===== src/rtl/stream_perf_monitor.sv =====
// Per-channel AXI-Stream beat/stall/packet counters with snapshot readout.
// Also drives a free-running heartbeat on the LEDs.
module stream_perf_monitor #(
    parameter int NUM_CH    = 3,
    parameter int CNT_WIDTH = 32,
    parameter int SAT       = 1,
    parameter int HB_BIT    = 23,
    parameter int LED_WIDTH = 4
) (
    input  logic                 c0_ddr4_clk,
    input  logic                 axi_resetn,
    input  logic [NUM_CH-1:0]    mon_tvalid,
    input  logic [NUM_CH-1:0]    mon_tready,
    input  logic [NUM_CH-1:0]    mon_tlast,
    input  logic                 err_in,
    input  logic                 clear,
    input  logic                 snap,
    input  logic [7:0]           rd_sel,
    output logic [31:0]          rd_data,
    output logic [LED_WIDTH-1:0] user_led
);

    logic [1:0]           r_rst_sync;
    logic                 w_rst_n;

    logic [CNT_WIDTH-1:0] r_beat   [NUM_CH];
    logic [CNT_WIDTH-1:0] r_stall  [NUM_CH];
    logic [CNT_WIDTH-1:0] r_pkt    [NUM_CH];
    logic [CNT_WIDTH-1:0] r_sbeat  [NUM_CH];
    logic [CNT_WIDTH-1:0] r_sstall [NUM_CH];
    logic [CNT_WIDTH-1:0] r_spkt   [NUM_CH];
    logic [NUM_CH-1:0]    r_ovf;
    logic                 r_err;
    logic [31:0]          r_hb;
    logic [31:0]          r_rd;

    logic [CNT_WIDTH:0]   w_beat_nx  [NUM_CH];
    logic [CNT_WIDTH:0]   w_stall_nx [NUM_CH];
    logic [CNT_WIDTH:0]   w_pkt_nx   [NUM_CH];
    logic [31:0]          w_rd;
    logic                 w_unused;

    // Returns {overflow, next value}; overflow fires on any event at all-ones.
    function automatic logic [CNT_WIDTH:0] f_bump(
        input logic [CNT_WIDTH-1:0] cnt,
        input logic                 ev
    );
        if (!ev)
            return {1'b0, cnt};
        if (&cnt)
            return (SAT != 0) ? {1'b1, cnt} : {1'b1, {CNT_WIDTH{1'b0}}};
        return {1'b0, cnt + 1'b1};
    endfunction

    // Assert asynchronously, release after two clean edges.
    always_ff @(posedge c0_ddr4_clk or negedge axi_resetn) begin
        if (!axi_resetn)
            r_rst_sync <= 2'b00;
        else
            r_rst_sync <= {r_rst_sync[0], 1'b1};
    end

    assign w_rst_n = r_rst_sync[1];

    always_comb begin
        for (int c = 0; c < NUM_CH; c++) begin
            w_beat_nx[c]  = f_bump(r_beat[c],
                                   mon_tvalid[c] & mon_tready[c]);
            w_stall_nx[c] = f_bump(r_stall[c],
                                   mon_tvalid[c] & ~mon_tready[c]);
            w_pkt_nx[c]   = f_bump(r_pkt[c],
                                   mon_tvalid[c] & mon_tready[c] & mon_tlast[c]);
        end
    end

    always_ff @(posedge c0_ddr4_clk or negedge w_rst_n) begin
        if (!w_rst_n) begin
            for (int c = 0; c < NUM_CH; c++) begin
                r_beat[c]   <= '0;
                r_stall[c]  <= '0;
                r_pkt[c]    <= '0;
                r_sbeat[c]  <= '0;
                r_sstall[c] <= '0;
                r_spkt[c]   <= '0;
            end
            r_ovf <= '0;
            r_err <= 1'b0;
        end else begin
            for (int c = 0; c < NUM_CH; c++) begin
                if (snap) begin
                    r_sbeat[c]  <= r_beat[c];
                    r_sstall[c] <= r_stall[c];
                    r_spkt[c]   <= r_pkt[c];
                end
                if (clear) begin
                    r_beat[c]  <= '0;
                    r_stall[c] <= '0;
                    r_pkt[c]   <= '0;
                    r_ovf[c]   <= 1'b0;
                end else begin
                    r_beat[c]  <= w_beat_nx[c][CNT_WIDTH-1:0];
                    r_stall[c] <= w_stall_nx[c][CNT_WIDTH-1:0];
                    r_pkt[c]   <= w_pkt_nx[c][CNT_WIDTH-1:0];
                    r_ovf[c]   <= r_ovf[c] | w_beat_nx[c][CNT_WIDTH] |
                                  w_stall_nx[c][CNT_WIDTH] |
                                  w_pkt_nx[c][CNT_WIDTH];
                end
            end
            if (err_in)
                r_err <= 1'b1;
            else if (clear)
                r_err <= 1'b0;
        end
    end

    always_comb begin
        w_rd = 32'h0;
        for (int c = 0; c < NUM_CH; c++) begin
            if (rd_sel == 8'(3 * c))
                w_rd = 32'(r_sbeat[c]);
            if (rd_sel == 8'(3 * c + 1))
                w_rd = 32'(r_sstall[c]);
            if (rd_sel == 8'(3 * c + 2))
                w_rd = 32'(r_spkt[c]);
        end
        if (rd_sel == 8'(3 * NUM_CH))
            w_rd = 32'({r_ovf, r_err});
        if (rd_sel == 8'(3 * NUM_CH + 1))
            w_rd = 32'(r_beat[0]);
    end

    always_ff @(posedge c0_ddr4_clk or negedge w_rst_n) begin
        if (!w_rst_n) begin
            r_rd <= 32'h0;
            r_hb <= 32'h0;
        end else begin
            r_rd <= w_rd;
            r_hb <= r_hb + 32'd1;
        end
    end

    assign rd_data  = r_rd;
    assign user_led = r_hb[HB_BIT -: LED_WIDTH];
    assign w_unused = ^r_hb;

endmodule


===== config.mk =====
export PLATFORM = sky130hd
export DESIGN_NAME = stream_perf_monitor
export DESIGN_NICKNAME = d
export VERILOG_FILES = /design/src/rtl/stream_perf_monitor.sv
export SDC_FILE = /design/constraint.sdc
export NUM_CORES = 1
export LEC_CHECK = 0
export BUFFER_PORTS_ARGS = -buffer_cell sky130_fd_sc_hd__buf_2
export CORE_AREA = 2 2 269 271
export DETAILED_ROUTE_END_ITERATION = 12
export DIE_AREA = 0 0 271 273
export MAX_ROUTING_LAYER = met4
export PLACE_DENSITY = 0.64
export SLEW_MARGIN = 25
export SYNTH_ARGS = -nofsm -noshare
export SYNTH_HDL_FRONTEND = slang
export SYNTH_SLANG_ARGS = --single-unit

===== constraint.sdc =====
create_clock -name c0_ddr4_clk -period 27 [get_ports c0_ddr4_clk]
set_clock_uncertainty 0.05 [all_clocks]
set_input_delay 1.35 -clock c0_ddr4_clk [delete_from_list [all_inputs] [get_ports c0_ddr4_clk]]
set_output_delay 1.35 -clock c0_ddr4_clk [all_outputs]
set_load 0.03 [all_outputs]

## Word level (Yosys, flattened, before mapping)

Index checks and enable logic that the tools add are counted.

| word-level totals | value |
|---|---|
| bits in registers | 646 |
| output and inout port bits | 36 |
| word-level logic and storage cells | 163 |

| operators by class | value |
|---|---|
| add/subtract/negate cells | 10 |
| equal/unequal tests | 19 |
| muxes and demuxes | 79 |
| bitwise gates (word level) | 21 |
| reduce and logical (&&, ||, !) cells | 11 |

Operator list:

| kind | number |
|---|---|
| $mux 33 | 36 |
| $mux 32 | 20 |
| $add 32x1->32 const B | 10 |
| $reduce_and 32->1 | 9 |
| $ne 4x4->1 const B | 9 |
| $eq 8x3->1 const B | 4 |
| $eq 8x4->1 const B | 3 |
| $mux 1 | 23 |
| $eq 8x2->1 const B | 2 |
| $and 1x1->1 | 9 |
| $or 1x1->1 | 9 |
| $eq 8x1->1 const B | 1 |
| $logic_not 8->1 | 1 |
| $not 1->1 | 3 |
| $reduce_bool 2->1 | 1 |

## Logic depth before layout (Yosys ltp)

| depth | value |
|---|---|
| depth in word-level cells | 12 |
| gate-level depth with buffers | 8 |
| depth with buffers taken out | 6 |

## Worst setup path after synthesis

Ideal clock, no wire load.

| timing path | value |
|---|---|
| path type | in2reg |
| from | input port rd_sel[5] |
| to | register r_rd[23] (netlist: rd_data[23]) |
| library setup time | 121 ps |
| arrival time | 3145 ps |
| slack | 23684 ps |
| cell stages on the path | 8 |
| cells stage by stage | or4_1 buf_2 or4_1 buf_2 buf_6 o221ai_1 a21oi_1 a22o_1 |

| between the ends | value |
|---|---|
| word-level cells in the longest chain between the ends | 12 |
| elaborated cells between the ends (all ways) | 22 |

Ends and longest elaborated chain:

| what | line | RTL |
|---|---|---|
| start, declared | 18 | `input logic [7:0] rd_sel,` |
| $logic_not 8->1 | 119 | `if (rd_sel == 8'(3 * c))` |
| $mux 32 | 119 |  |
| $mux 32 | 121 | `if (rd_sel == 8'(3 * c + 1))` |
| $mux 32 | 123 | `if (rd_sel == 8'(3 * c + 2))` |
| $mux 32 | 119 |  |
| $mux 32 | 121 |  |
| $mux 32 | 123 |  |
| $mux 32 | 119 |  |
| $mux 32 | 121 |  |
| $mux 32 | 123 |  |
| $mux 32 | 126 | `if (rd_sel == 8'(3 * NUM_CH))` |
| $mux 32 (*) | 128 | `if (rd_sel == 8'(3 * NUM_CH + 1))` |
| net w_rd[23] | 40 | `logic [31:0] w_rd;` |
| end signal, assigned | 137 | `r_rd <= w_rd;` |
| end, declared | 35 | `logic [31:0] r_rd;` |

Mark *: on every way through the listed nets, which the timed path passes. The rest lies on a longest branch.
A chain may end at the register's enable or synchronous reset.

## Worst setup path in the final report

| timing path | value |
|---|---|
| from | input port rd_sel[0] |
| to | register r_rd[24] (netlist: rd_data[24]) |

The elaborated chain is that of the path after synthesis.

==> impl_metrics.json <==
{
  "yosysUniqueCellTypes": 96,
  "p_int_mw": 1.552,
  "slew_viol_final": 0,
  "drive_gt1_share_pct": 18.88,
  "synth_seq_cells": 638,
  "rsz0062_at_grt": "no",
  "crit_buf_inv": 2,
  "vias": 24872,
  "sw_frac_of_total_pct": 22.92,
  "htreeDepth": 3,
  "max_freq_mhz": 258.8,
  "r2r_cells": 3,
  "final_common_cell": "dfrtp_1",
  "seq_area_frac_synth_pct": 50.41,
  "grt_pass1_vias": 23644,
  "grt_max_degree": 183,
  "vdd_drop_max_uv": 41.63,
  "endpoint_kind": "flip-flop",
  "totalWireLength_um": 93270,
  "initial_core_util_pct": 44.61,
  "clk_path_buf_depth": 3,
  "max_stage_delay_ps": 890,
  "tightestPinTransition_ps": 983.1,
  "postCtsSetupBuffers": 0,
  "grt_overflow": 0,
  "postCtsHoldBufs": 0,
  "drtAntennaViolNets": 0,
  "pwr-share-comb_pct": 3.6,
  "yosys_warnings": 0,
  "setup_ws_ps": 23140,
  "seqPwrFrac_pct": 47.9,
  "core_um2": 71000,
  "syn_nets": 2986,
  "io_buffer_count": 57,
  "clockPowerShare_pct": 48.5,
  "period_share_pct": 14.31,
  "first_pass_iters": 7,
  "muxShareOfSynthArea_pct": 13.11,
  "utilization_pct": 49.36,
  "pre_cts_ws_ps": 22550,
  "synthXorXnorAreaFrac_pct": 1.963,
  "cts_tree": "yes",
  "final_cell_mix": "637 x dfrtp_1, 278 x mux2_2, 229 x a21oi_1",
  "dp_hpwl_um": 65690,
  "tns_ps": 0,
  "setup_viol": 0,
  "crit_top_cell": "buf_4",
  "critPathLaunch": "rd_sel[0]",
  "synth_top_family_by_area": "simple AND/OR/NAND/NOR gates",
  "grt_usage_pct": 25.78,
  "yosys.area_share.simple_pct": 17.07,
  "cts-buffers-inserted": 72,
  "synth_ff_type": "dfrtp_1",
  "clk_latency_ps": 610,
  "die-area_um2": 73980,
  "synth_enable_flop_cells": 0,
  "outcome": "complete, no violations",
  "p_leak_nw": 14.57,
  "die_h_um": 273,
  "io-pin-count": 58,
  "worstPathArrival_ps": 4310,
  "num-nets-final": 2969,
  "cts_sinks": 638,
  "cp_slowest_cell": "or4_1",
  "worst-path-stages": 6,
  "synth-compound-area-share_pct": 13.73,
  "synth_cells": 2954,
  "synthAdderAreaFrac_pct": 0.3951,
  "cp_top_family": "simple AND/OR/NAND/NOR gates",
  "antenna_found_initial": 4,
  "root_buffer": "clkbuf_16",
  "async_flop_share_pct": 100.0,
  "avgRoutedWirePerCell_um": 23.67,
  "layout.area.seq_um2": 15970,
  "netlist_area_um2": 31670,
  "power_density_nw_per_um2": 57.45,
  "globalplace.congestion": 0.9609,
  "holdCritPathClass": "flip-flop to async pin",
  "row_count": 98,
  "drc": 0,
  "r2r_slack_ps": 24150,
  "drv.max_cap_violation_count": 0,
  "drt_iter0_drc": 2664,
  "crit_path_end": "rd_data[24]",
  "r2r-start": "r_rst_sync[1]",
  "grt_pass1_wl_um": 144600,
  "fin_crit_ps": 3863,
  "clkTransAtPathRegs_ps": 60,
  "syn_area_per_cell_um2": 10.72,
  "finalHoldViolCount": 0,
  "worstSetupPathType": "input pin to flip-flop",
  "vias_per_cell": 6.311,
  "crit_required_ps": 27440,
  "fillCellCount": 6306,
  "startpoint_type": "input pin",
  "slew_headroom_pct": 34.46,
  "path_max_fanout": 46,
  "worst_r2r_endpoint": "r_pkt[18]",
  "syn_to_final_growth_pct": 10.66,
  "multi_input_area_um2": 14720,
  "die_w_um": 271,
  "cts_resized": 0,
  "power.switching_mw": 0.4614,
  "crit_chain": "buf_4, buf_4, or4_1, and2b_4, o211ai_1, a22o_1"
}
metrics by stage:
step,cells,instance area [um^2],hold slack [ps],power (mW)
global route,3940,35040,194.2,2.080
floorplan,2954,31670,281.2,1.033
global placement,3811,32630,287.6,1.053
detailed placement,3811,32650,287.9,1.055
finish,3941,35040,162.9,2.013
CTS,3936,34970,300.3,2.032
Yosys cell counts (19+ instances only):
cell type / n / share of area [%]
dfrtp_1: 638 / 50
mux2_2: 278 / 9.9
a21oi_1: 229 / 3.6
nand2_1: 220 / 2.6
o21ai_0: 152 / 2.4
clkbuf_1: 131 / 1.6
or3_1: 115 / 2.3
nand3_1: 114 / 1.8
nor2_1: 111 / 1.3
nand4_1: 96 / 1.9
or4_1: 90 / 2.1
o31ai_1: 79 / 1.9
inv_1: 69 / 0.82
xnor2_1: 60 / 1.7
o211ai_1: 43 / 1.0
and4_1: 35 / 0.97
and3_1: 33 / 0.65
nor3_1: 33 / 0.52
mux4_2: 32 / 2.3
mux2i_1: 29 / 0.92
nor4_1: 28 / 0.55
a22o_1: 27 / 0.75
and2_1: 22 / 0.43
buf_2: 21 / 0.33
o221ai_1: 19 / 0.53
worst reg2reg max path, cell delays in order (launching register included):
cell and delay [ps]:
dfrtp_4 610, buf_4 720, buf_4 830, buf_6 640
kinds of logic (layout without fill, tap and decap cells):
group	after synthesis	count (layout)
xor+xnor	71	71
buf+inv	247	281
fa+ha+maj	10	10
compound gates	678	678
mux	340	340
simple gates	969	969
other cells	1	4
flops	638	638
worst min-delay path by stage:
| stage | from | endpoint | slack [ps] | depth (start not counted) |
|---|---|---|---|---|
| final | r_rst_sync[1] | r_hb[23] | 160 | 0 |
| after detailed placement | r_rst_sync[0] | r_rst_sync[1] | 290 | 0 |
| after CTS | r_rst_sync[0] | r_rst_sync[1] | 300 | 0 |
| after floorplan | r_rst_sync[0] | r_rst_sync[1] | 280 | 0 |
| after global routing | r_rst_sync[1] | r_hb[8] | 190 | 0 |
| after global placement | r_rst_sync[0] | r_rst_sync[1] | 290 | 0 |
area by class of cell:
| cell class | instances | share of cell area, % |
|---|---|---|
| diodes | 3 | 0.02142 |
| clock buffers | 100 | 5.902 |
| clock inverters | 25 | 0.7176 |
| inverters | 71 | 0.7605 |
| multi-input cells | 2069 | 42.00 |
| flip-flops and latches | 638 | 45.57 |
| well taps | 950 | 3.392 |
| repair buffers | 85 | 1.642 |
sequential cells by signal, indices dropped and copies added, names as in the netlist:
register and count:
r_spkt 96, r_ovf 3, rd_data 32, r_err 1
r_beat 96, r_rst_sync 2, r_hb 24, r_stall 96
r_sbeat 96, r_sstall 96, r_pkt 96
power by group through the flow:
stage | combinational, mW | sequential, mW | clock, mW
6_report | 0.0724 | 0.965 | 0.976
5_1_grt | 0.0799 | 0.965 | 1.03
4_1_cts | 0.0712 | 0.966 | 0.994
3_5_place_dp | 0.0711 | 0.984 | 0
3_3_place_gp | 0.0695 | 0.984 | 0
2_1_floorplan | 0.0386 | 0.995 | 0
layer usage:
metal	global-route usage, %	part of all wire [%]
met5	-	0
met1	35.93	45
met3	3.892	6.2
met2	38.81	46
met4	8.186	3.2
Note: power is estimated with default switching activity, not from simulation.
